## src/rtl/alu_fu_if.sv

```systemverilog
// alu_fu_if -- issue and CDB handshake bundle for the pipelined ALU unit.
//   in_*    : issued word from the ALU reservation station (valid/ready)
//   cdb_*   : buffer head offered to the CDB arbiter (req/gnt)
// master: RS + arbiter side. slave: the functional unit.
interface alu_fu_if #(
  parameter int XLEN  = 32,
  parameter int TAG_W = 3
);
  logic             in_valid;
  logic             in_ready;
  logic             in_arith;
  logic [2:0]       in_funct3;
  logic             in_funct7;
  logic [XLEN-1:0]  in_src1;
  logic [XLEN-1:0]  in_src2;
  logic [TAG_W-1:0] in_tag;
  logic             cdb_req;
  logic             cdb_gnt;
  logic [XLEN-1:0]  cdb_data;
  logic [TAG_W-1:0] cdb_tag;

  modport master (
    output in_valid, in_arith, in_funct3, in_funct7, in_src1, in_src2, in_tag, cdb_gnt,
    input  in_ready, cdb_req, cdb_data, cdb_tag
  );

  modport slave (
    input  in_valid, in_arith, in_funct3, in_funct7, in_src1, in_src2, in_tag, cdb_gnt,
    output in_ready, cdb_req, cdb_data, cdb_tag
  );
endinterface

```

## src/rtl/alu_fu.sv

```systemverilog
// alu_fu -- pipelined integer ALU functional unit with in-order output buffer.
// Ports:
//   clk   : clock, rising edge
//   rst   : asynchronous active-low reset
//   flush : synchronous kill of every in-flight and buffered result
//   fu    : alu_fu_if.slave (issue valid/ready + CDB req/gnt)
// The result is formed combinationally at issue, carried through STAGES
// registers, then written into an OBUF_DEPTH-entry circular FIFO whose head
// drives the CDB. Issue is credit-gated so the pipeline never has to stall.
// Optional: define ALU_FU_SLT_EN to enable slt/sltu (funct3 010/011);
// otherwise those encodings produce 0.
module alu_fu #(
  parameter int XLEN       = 32,
  parameter int TAG_W      = 3,
  parameter int STAGES     = 2,
  parameter int OBUF_DEPTH = 2
) (
  input  logic     clk,
  input  logic     rst,
  input  logic     flush,
  alu_fu_if.slave  fu
);
  localparam int SH_W  = $clog2(XLEN);
  localparam int CR_W  = $clog2(OBUF_DEPTH + 1);
  localparam int PTR_W = (OBUF_DEPTH > 1) ? $clog2(OBUF_DEPTH) : 1;

  typedef struct packed {
    logic [TAG_W-1:0] tag;
    logic [XLEN-1:0]  data;
  } res_t;

  logic             issue, push, pop;
  logic [CR_W-1:0]  credits, count;
  logic [PTR_W-1:0] head, tail;
  logic [XLEN-1:0]  result;
  logic [SH_W-1:0]  shamt;
  logic [STAGES:1]  vld_pipe;
  res_t             res_pipe [1:STAGES];
  res_t             obuf [OBUF_DEPTH];

  // Credits count free slots across pipeline + buffer, so flush wins by
  // forcing ready low in its own cycle.
  assign fu.in_ready = (credits != '0) && !flush;
  assign issue       = fu.in_valid && fu.in_ready;
  assign push        = vld_pipe[STAGES];
  assign fu.cdb_req  = (count != '0);
  assign pop         = fu.cdb_req && fu.cdb_gnt && !flush;
  assign fu.cdb_data = obuf[head].data;
  assign fu.cdb_tag  = obuf[head].tag;
  assign shamt       = fu.in_src2[SH_W-1:0];

  always_comb begin
    result = fu.in_src1 + fu.in_src2;
    if (fu.in_arith) begin
      case (fu.in_funct3)
        3'b000: result = fu.in_funct7 ? fu.in_src1 - fu.in_src2 : fu.in_src1 + fu.in_src2;
        3'b001: result = fu.in_src1 << shamt;
        3'b101: result = fu.in_funct7 ? XLEN'($signed(fu.in_src1) >>> shamt)
                                      : fu.in_src1 >> shamt;
        3'b100: result = fu.in_src1 ^ fu.in_src2;
        3'b110: result = fu.in_src1 | fu.in_src2;
        3'b111: result = fu.in_src1 & fu.in_src2;
`ifdef ALU_FU_SLT_EN
        // funct3[0] picks the unsigned compare (sltu).
        default: result = {{(XLEN-1){1'b0}},
                           fu.in_funct3[0] ? (fu.in_src1 < fu.in_src2)
                                           : ($signed(fu.in_src1) < $signed(fu.in_src2))};
`else
        default: result = '0;
`endif
      endcase
    end
  end

  function automatic logic [PTR_W-1:0] ptr_inc(input logic [PTR_W-1:0] p);
    return (p == PTR_W'(OBUF_DEPTH - 1)) ? '0 : p + 1'b1;
  endfunction

  // Stage 1 captures the computed result; later stages only shift.
  always_ff @(posedge clk or negedge rst) begin
    if (!rst) begin
      vld_pipe <= '0;
      for (int i = 1; i <= STAGES; i++) res_pipe[i] <= '0;
    end else begin
      vld_pipe[1] <= issue;
      res_pipe[1] <= '{tag: fu.in_tag, data: result};
      for (int i = 2; i <= STAGES; i++) begin
        vld_pipe[i] <= vld_pipe[i-1];
        res_pipe[i] <= res_pipe[i-1];
      end
      if (flush) vld_pipe <= '0;
    end
  end

  // Output FIFO and credit counter; flush restores the cold-start view.
  always_ff @(posedge clk or negedge rst) begin
    if (!rst) begin
      head    <= '0;
      tail    <= '0;
      count   <= '0;
      credits <= CR_W'(OBUF_DEPTH);
      for (int i = 0; i < OBUF_DEPTH; i++) obuf[i] <= '0;
    end else if (flush) begin
      head    <= '0;
      tail    <= '0;
      count   <= '0;
      credits <= CR_W'(OBUF_DEPTH);
    end else begin
      if (push) begin
        obuf[tail] <= res_pipe[STAGES];
        tail       <= ptr_inc(tail);
      end
      if (pop) head <= ptr_inc(head);
      count   <= count + CR_W'(push) - CR_W'(pop);
      credits <= credits - CR_W'(issue) + CR_W'(pop);
    end
  end
endmodule

```

## src/flat_wrapper.sv

```systemverilog
// flat-port wrapper written by rule: the top's interface ports become plain ports
module alu_fu_flat 
#(
  parameter int XLEN       = 32,
  parameter int TAG_W      = 3,
  parameter int STAGES     = 2,
  parameter int OBUF_DEPTH = 2
)
  (clk, rst, flush, fu_in_valid, fu_in_arith, fu_in_funct3, fu_in_funct7, fu_in_src1, fu_in_src2, fu_in_tag, fu_cdb_gnt, fu_in_ready, fu_cdb_req, fu_cdb_data, fu_cdb_tag);
  alu_fu_if #(.XLEN(XLEN), .TAG_W(TAG_W)) fu_i ();
  input  logic clk;
  input  logic rst;
  input  logic flush;
  input wire logic [$bits(fu_i.in_valid)-1:0] fu_in_valid;
  input wire logic [$bits(fu_i.in_arith)-1:0] fu_in_arith;
  input wire logic [$bits(fu_i.in_funct3)-1:0] fu_in_funct3;
  input wire logic [$bits(fu_i.in_funct7)-1:0] fu_in_funct7;
  input wire logic [$bits(fu_i.in_src1)-1:0] fu_in_src1;
  input wire logic [$bits(fu_i.in_src2)-1:0] fu_in_src2;
  input wire logic [$bits(fu_i.in_tag)-1:0] fu_in_tag;
  input wire logic [$bits(fu_i.cdb_gnt)-1:0] fu_cdb_gnt;
  output wire logic [$bits(fu_i.in_ready)-1:0] fu_in_ready;
  output wire logic [$bits(fu_i.cdb_req)-1:0] fu_cdb_req;
  output wire logic [$bits(fu_i.cdb_data)-1:0] fu_cdb_data;
  output wire logic [$bits(fu_i.cdb_tag)-1:0] fu_cdb_tag;
  assign fu_i.in_valid = fu_in_valid;
  assign fu_i.in_arith = fu_in_arith;
  assign fu_i.in_funct3 = fu_in_funct3;
  assign fu_i.in_funct7 = fu_in_funct7;
  assign fu_i.in_src1 = fu_in_src1;
  assign fu_i.in_src2 = fu_in_src2;
  assign fu_i.in_tag = fu_in_tag;
  assign fu_i.cdb_gnt = fu_cdb_gnt;
  assign fu_in_ready = fu_i.in_ready;
  assign fu_cdb_req = fu_i.cdb_req;
  assign fu_cdb_data = fu_i.cdb_data;
  assign fu_cdb_tag = fu_i.cdb_tag;
  alu_fu #(.XLEN(XLEN), .TAG_W(TAG_W), .STAGES(STAGES), .OBUF_DEPTH(OBUF_DEPTH)) u_core (.clk(clk), .rst(rst), .flush(flush), .fu(fu_i));
endmodule
```

## config.mk

```make
export PLATFORM = sky130hd
export DESIGN_NAME = alu_fu_flat
export DESIGN_NICKNAME = d
export VERILOG_FILES = /design/src/rtl/alu_fu_if.sv /design/src/rtl/alu_fu.sv /design/src/flat_wrapper.sv
export SDC_FILE = /design/constraint.sdc
export NUM_CORES = 1
export LEC_CHECK = 0
export ABC_CLOCK_PERIOD_IN_PS = 2200
export BUFFER_PORTS_ARGS = -buffer_cell sky130_fd_sc_hd__buf_2
export CAP_MARGIN = 10
export CORE_MARGIN = 4
export CORE_UTILIZATION = 40
export DETAILED_ROUTE_END_ITERATION = 10
export PLACE_DENSITY = 0.59
export SLEW_MARGIN = 40
export SYNTH_ARGS = -nofsm -noshare
export SYNTH_HDL_FRONTEND = slang
export SYNTH_SLANG_ARGS = --single-unit
```

## constraint.sdc

```tcl
create_clock -name clk -period 2.2 [get_ports clk]
set_input_delay 0.33 -clock clk [delete_from_list [all_inputs] [get_ports clk]]
set_output_delay 0.33 -clock clk [all_outputs]
set_load 0.02 [all_outputs]
```

==> results.md <==
- Clock share of power: 21.5%
- Design Area, Final: 22200 um^2
- Syn-to-layout area delta: 57.9%
- Final net count: 2421
- Worst Path Arrival: 2.87 ns
- Final period utilization: 117%
- Hold Slack: 0.143 ns
- I/O pins: 114
- Share of layout cells above drive strength 1: 52.6%
- Placer Congestion: 1.01
- TritonCTS clock tree: yes
- Fmax: 0.390 GHz
- Xor/xnor share of the synthesized area: 2.43%
- Clock Skew: 0.0182 ns
- Final Slew Violations: 0
- Post-synth EDFFs: 0
- Crit Path Category: in -> reg
- Worst hold path type: in -> reg
- Combinational power share: 50.1%
- Synth top area cells: dfrtp_1 (26%), mux2_2 (9.3%), ha_1 (8.9%), mux4_2 (5.8%), a21oi_1 (4.8%)
- Status: finished, violations left
- Synth Area in Compound Gates: 23.0%
- Ant diodes: 0
- Max-Cap Viols: 0
- Avg Inst Size Synth: 8.63 um^2
- Reg2reg path depth: 9
- Via density: 5.88
- Required time of the critical path: 2.51 ns
- First-pass GRT wire length: 94.7 mm
- Die Y: 196 um
- Max-slew headroom: 52.5%
- Min Tclk post-route: 2.56 ns
- Post-detail-place hpwl: 49.3 mm
- Switching share of power: 38.1%
- Area post-placement: 18800 um^2
- Core box area: 34600 um^2
- Crit end category: flip-flop
- Final Hold Vio Count: 0
- Routed via count: 15.9k
- Lkg Pwr: 10.2 nW
- Chip width: 196 um
- Seq pwr share: 28.3%
- Number of core rows: 68
- Critical Path Sink: u_core.res_pipe[64]$_DFF_PN0_
- Mux contribution to synthesized area: 19.4%
- Wire per inst: 23.9 um
- Root buffer cell: clkbuf_16
- Final WS setup: -0.364 ns
- Top FF cell, synth: dfrtp_1
- Fillers: 2904
- Hold Path Origin: fu_in_valid
- Mapped Nets: 1810
- TritonCTS Buffers: 17
- Synth Warn #: 0
- Mapped Cells: 1631
- #FFs+latches synth: 148
- Sequential share of the synthesized area: 26.3%
- Largest net degree at the start of global routing: 55
- RSZ-0062 raised after global routing: true
- First-pass iteration count of the detailed router: 5
- RR Endpoint: u_core.count[1]$_DFF_PN0_
- Clk buf depth: 2
- Drt total wl: 64.8 mm
- Share of the synthesized area in the top cell type: 26.1%
- Global route overflow: 0
- Die area: 38300 um^2
- Ys async rst share: 100%
- Failing checks: negative setup slack
- Simple-gate share of the synthesized area: 13.1%
- VDD IR max: 560 uV
- Clock transition at path regs: 0.07 ns
- Register-to-register setup slack: 0.41 ns
- Yosys top cell by area: dfrtp_1
- DRC marker count from the first detailed-route iteration: 1619
- Clock sinks: 148
- Startpoint types: primary input
- Gr usage total: 32.1%
- DRC violations left: 0
- Sw power: 4.87 mW
- Combinational family with the most area after synthesis: compound AO/OA/AOI/OAI gates
- Mapped Area: 14100 um^2
- Library cells used by synthesis: 85
- Vias in the first global route: 15.4k
- Crit path max fanout: 4
- Initial Utilization: 40.6%
- Post-Place Setup Slack: -1.06 ns
- IO buf count: 113
- Worst-Skew Late Latency: 0.43 ns
- Internal power: 7.90 mW
- Routed Antenna Nets: 0
- Final setup vio count: 25
- Synth Area in Adders: 9.17%
- Worst-Margin Slew: 0.704 ns
- Total power per unit cell area: 574 nW/um^2
- Reg-to-reg critical path startpoint: u_core.count[1]$_DFF_PN0_
- Initial antenna violation count: 5
- Worst Setup SP: fu_in_src2[1]
- CTS H-tree depth: 4
cells in the mapped netlist, types with 7 or more instances:
cell and n:
nor2_1 156, dfrtp_1 147, a21oi_1 136, nand2_1 135, mux2_2 116, o21ai_0 116
ha_1 100, inv_1 97, clkbuf_1 73, mux2i_1 62, a211oi_1 37, mux4_2 36
xnor2_1 35, nor3_1 26, nand3_1 25, buf_2 22, o22ai_1 22, o21bai_1 17
a21o_1 16, a221oi_1 15, o221ai_1 15, o211ai_1 14, a31oi_1 13, nor2b_1 13
a221o_1 12, buf_1 11, nand2b_1 11, buf_4 10, o21a_1 9, o31ai_1 9
and3_1 8, or3_1 7
cells by family (layout without fill, tap and decap cells):
family / Yosys count / in the layout
adders and majority gates: 102 / 102
DFF: 148 / 148
AOI/OAI and AO/OA: 495 / 495
buffers and inverters: 220 / 844
and+or+nand+nor: 413 / 413
muxes: 214 / 214
xor gates and xnor gates: 39 / 39
layout make-up:
| type | count | area (um^2) | share of cell area [%] |
|---|---|---|---|
| Timing Repair Buffer | 713 | 5810 | 26.1 |
| Tap cell | 455 | 569 | 2.56 |
| Sequential cell | 148 | 3700 | 16.7 |
| Inverter | 99 | 410 | 1.85 |
| Clock inverter | 14 | 116 | 0.523 |
| Clock buffer | 18 | 439 | 1.98 |
| Multi-Input combinational cell | 1263 | 11200 | 50.3 |
power groups by stage:
| stage | Combinational (mW) | Sequential, mW | Clock [mW] |
|---|---|---|---|
| after floorplan | 2.96 | 3.51 | 0 |
| after global placement | 5.28 | 3.61 | 0 |
| after detailed placement | 5.32 | 3.66 | 0 |
| after CTS | 5.85 | 3.61 | 2.81 |
| after global routing | 6.76 | 3.68 | 2.94 |
| final | 6.40 | 3.62 | 2.75 |
worst max-delay path, cell delays in order:
cell        delay [ns]
buf_8             0.09
clkinvlp_4        0.12
ha_4              0.25
buf_6             0.12
a211oi_4          0.31
o21a_4            0.21
nor2_4            0.05
a221oi_4          0.36
o21bai_4          0.13
a31oi_4           0.27
a21oi_2           0.11
mux2i_1           0.13
or3_1             0.38
per-stage QoR:
step           TNS [ns]  power, mW  instances  utilization [%]
6_report          -4.80       12.8       2710             64.2
5_1_grt           -5.92       13.4       2710             64.2
4_1_cts           -3.94       12.3       2668             60.6
3_5_place_dp     -25.97       8.98       2594             54.4
3_3_place_gp     -25.67       8.89       2594             54.4
2_1_floorplan    -10.03       6.48       1631                -
registers in the layout, indices dropped and copies added (netlist names):
| name | flops |
|---|---|
| u_core.count | 2 |
| u_core.head | 1 |
| u_core.res_pipe | 70 |
| u_core.tail | 1 |
| u_core.vld_pipe | 2 |
| u_core.credits | 2 |
| u_core.obuf | 70 |
layer usage:
| layer | vias up | wire length [um] | GRT usage [%] |
|---|---|---|---|
| met5 | - | 19 | 0 |
| met4 | 4 | 2850 | 9.54 |
| met2 | 823 | 29200 | 50.9 |
| met3 | 169 | 5550 | 4.64 |
| li1 | 7169 | - | - |
| met1 | 7760 | 27200 | 45.5 |
what timing repair did:
| item | CTS | global route |
|---|---|---|
| endpoints found under the setup margin | 32 | 32 |
| pin swaps | 85 | 98 |
| setup buffers | 38 | 43 |
| resized for setup | 247 | 206 |
| cloned | 5 | 2 |
| hold endpoints to repair | 54 | 0 |
| hold buffers | 4 | 0 |
how the worst min path moves through the flow:
stage / cells after the start / endpoint
3_5_place_dp: 1 / u_core.obuf[60]$_DFFE_PN0P_
6_report: 2 / u_core.vld_pipe[1]$_DFF_PN0_
2_1_floorplan: 0 / u_core.count[0]$_DFF_PN0_
5_1_grt: 2 / u_core.vld_pipe[1]$_DFF_PN0_
3_3_place_gp: 1 / u_core.obuf[61]$_DFFE_PN0P_
4_1_cts: 2 / u_core.vld_pipe[1]$_DFF_PN0_
cell usage in the layout (no fill, tap or decap), types with 36 or more instances in the layout:
cell type / instances
a21oi_1: 103
buf_2: 93
buf_4: 528
buf_6: 53
dfrtp_1: 147
ha_1: 64
inv_1: 68
mux2_2: 113
mux2i_1: 40
mux4_2: 36
nand2_1: 124
nor2_1: 136
o21ai_0: 86
Note: power is estimated with default switching activity, not from simulation.
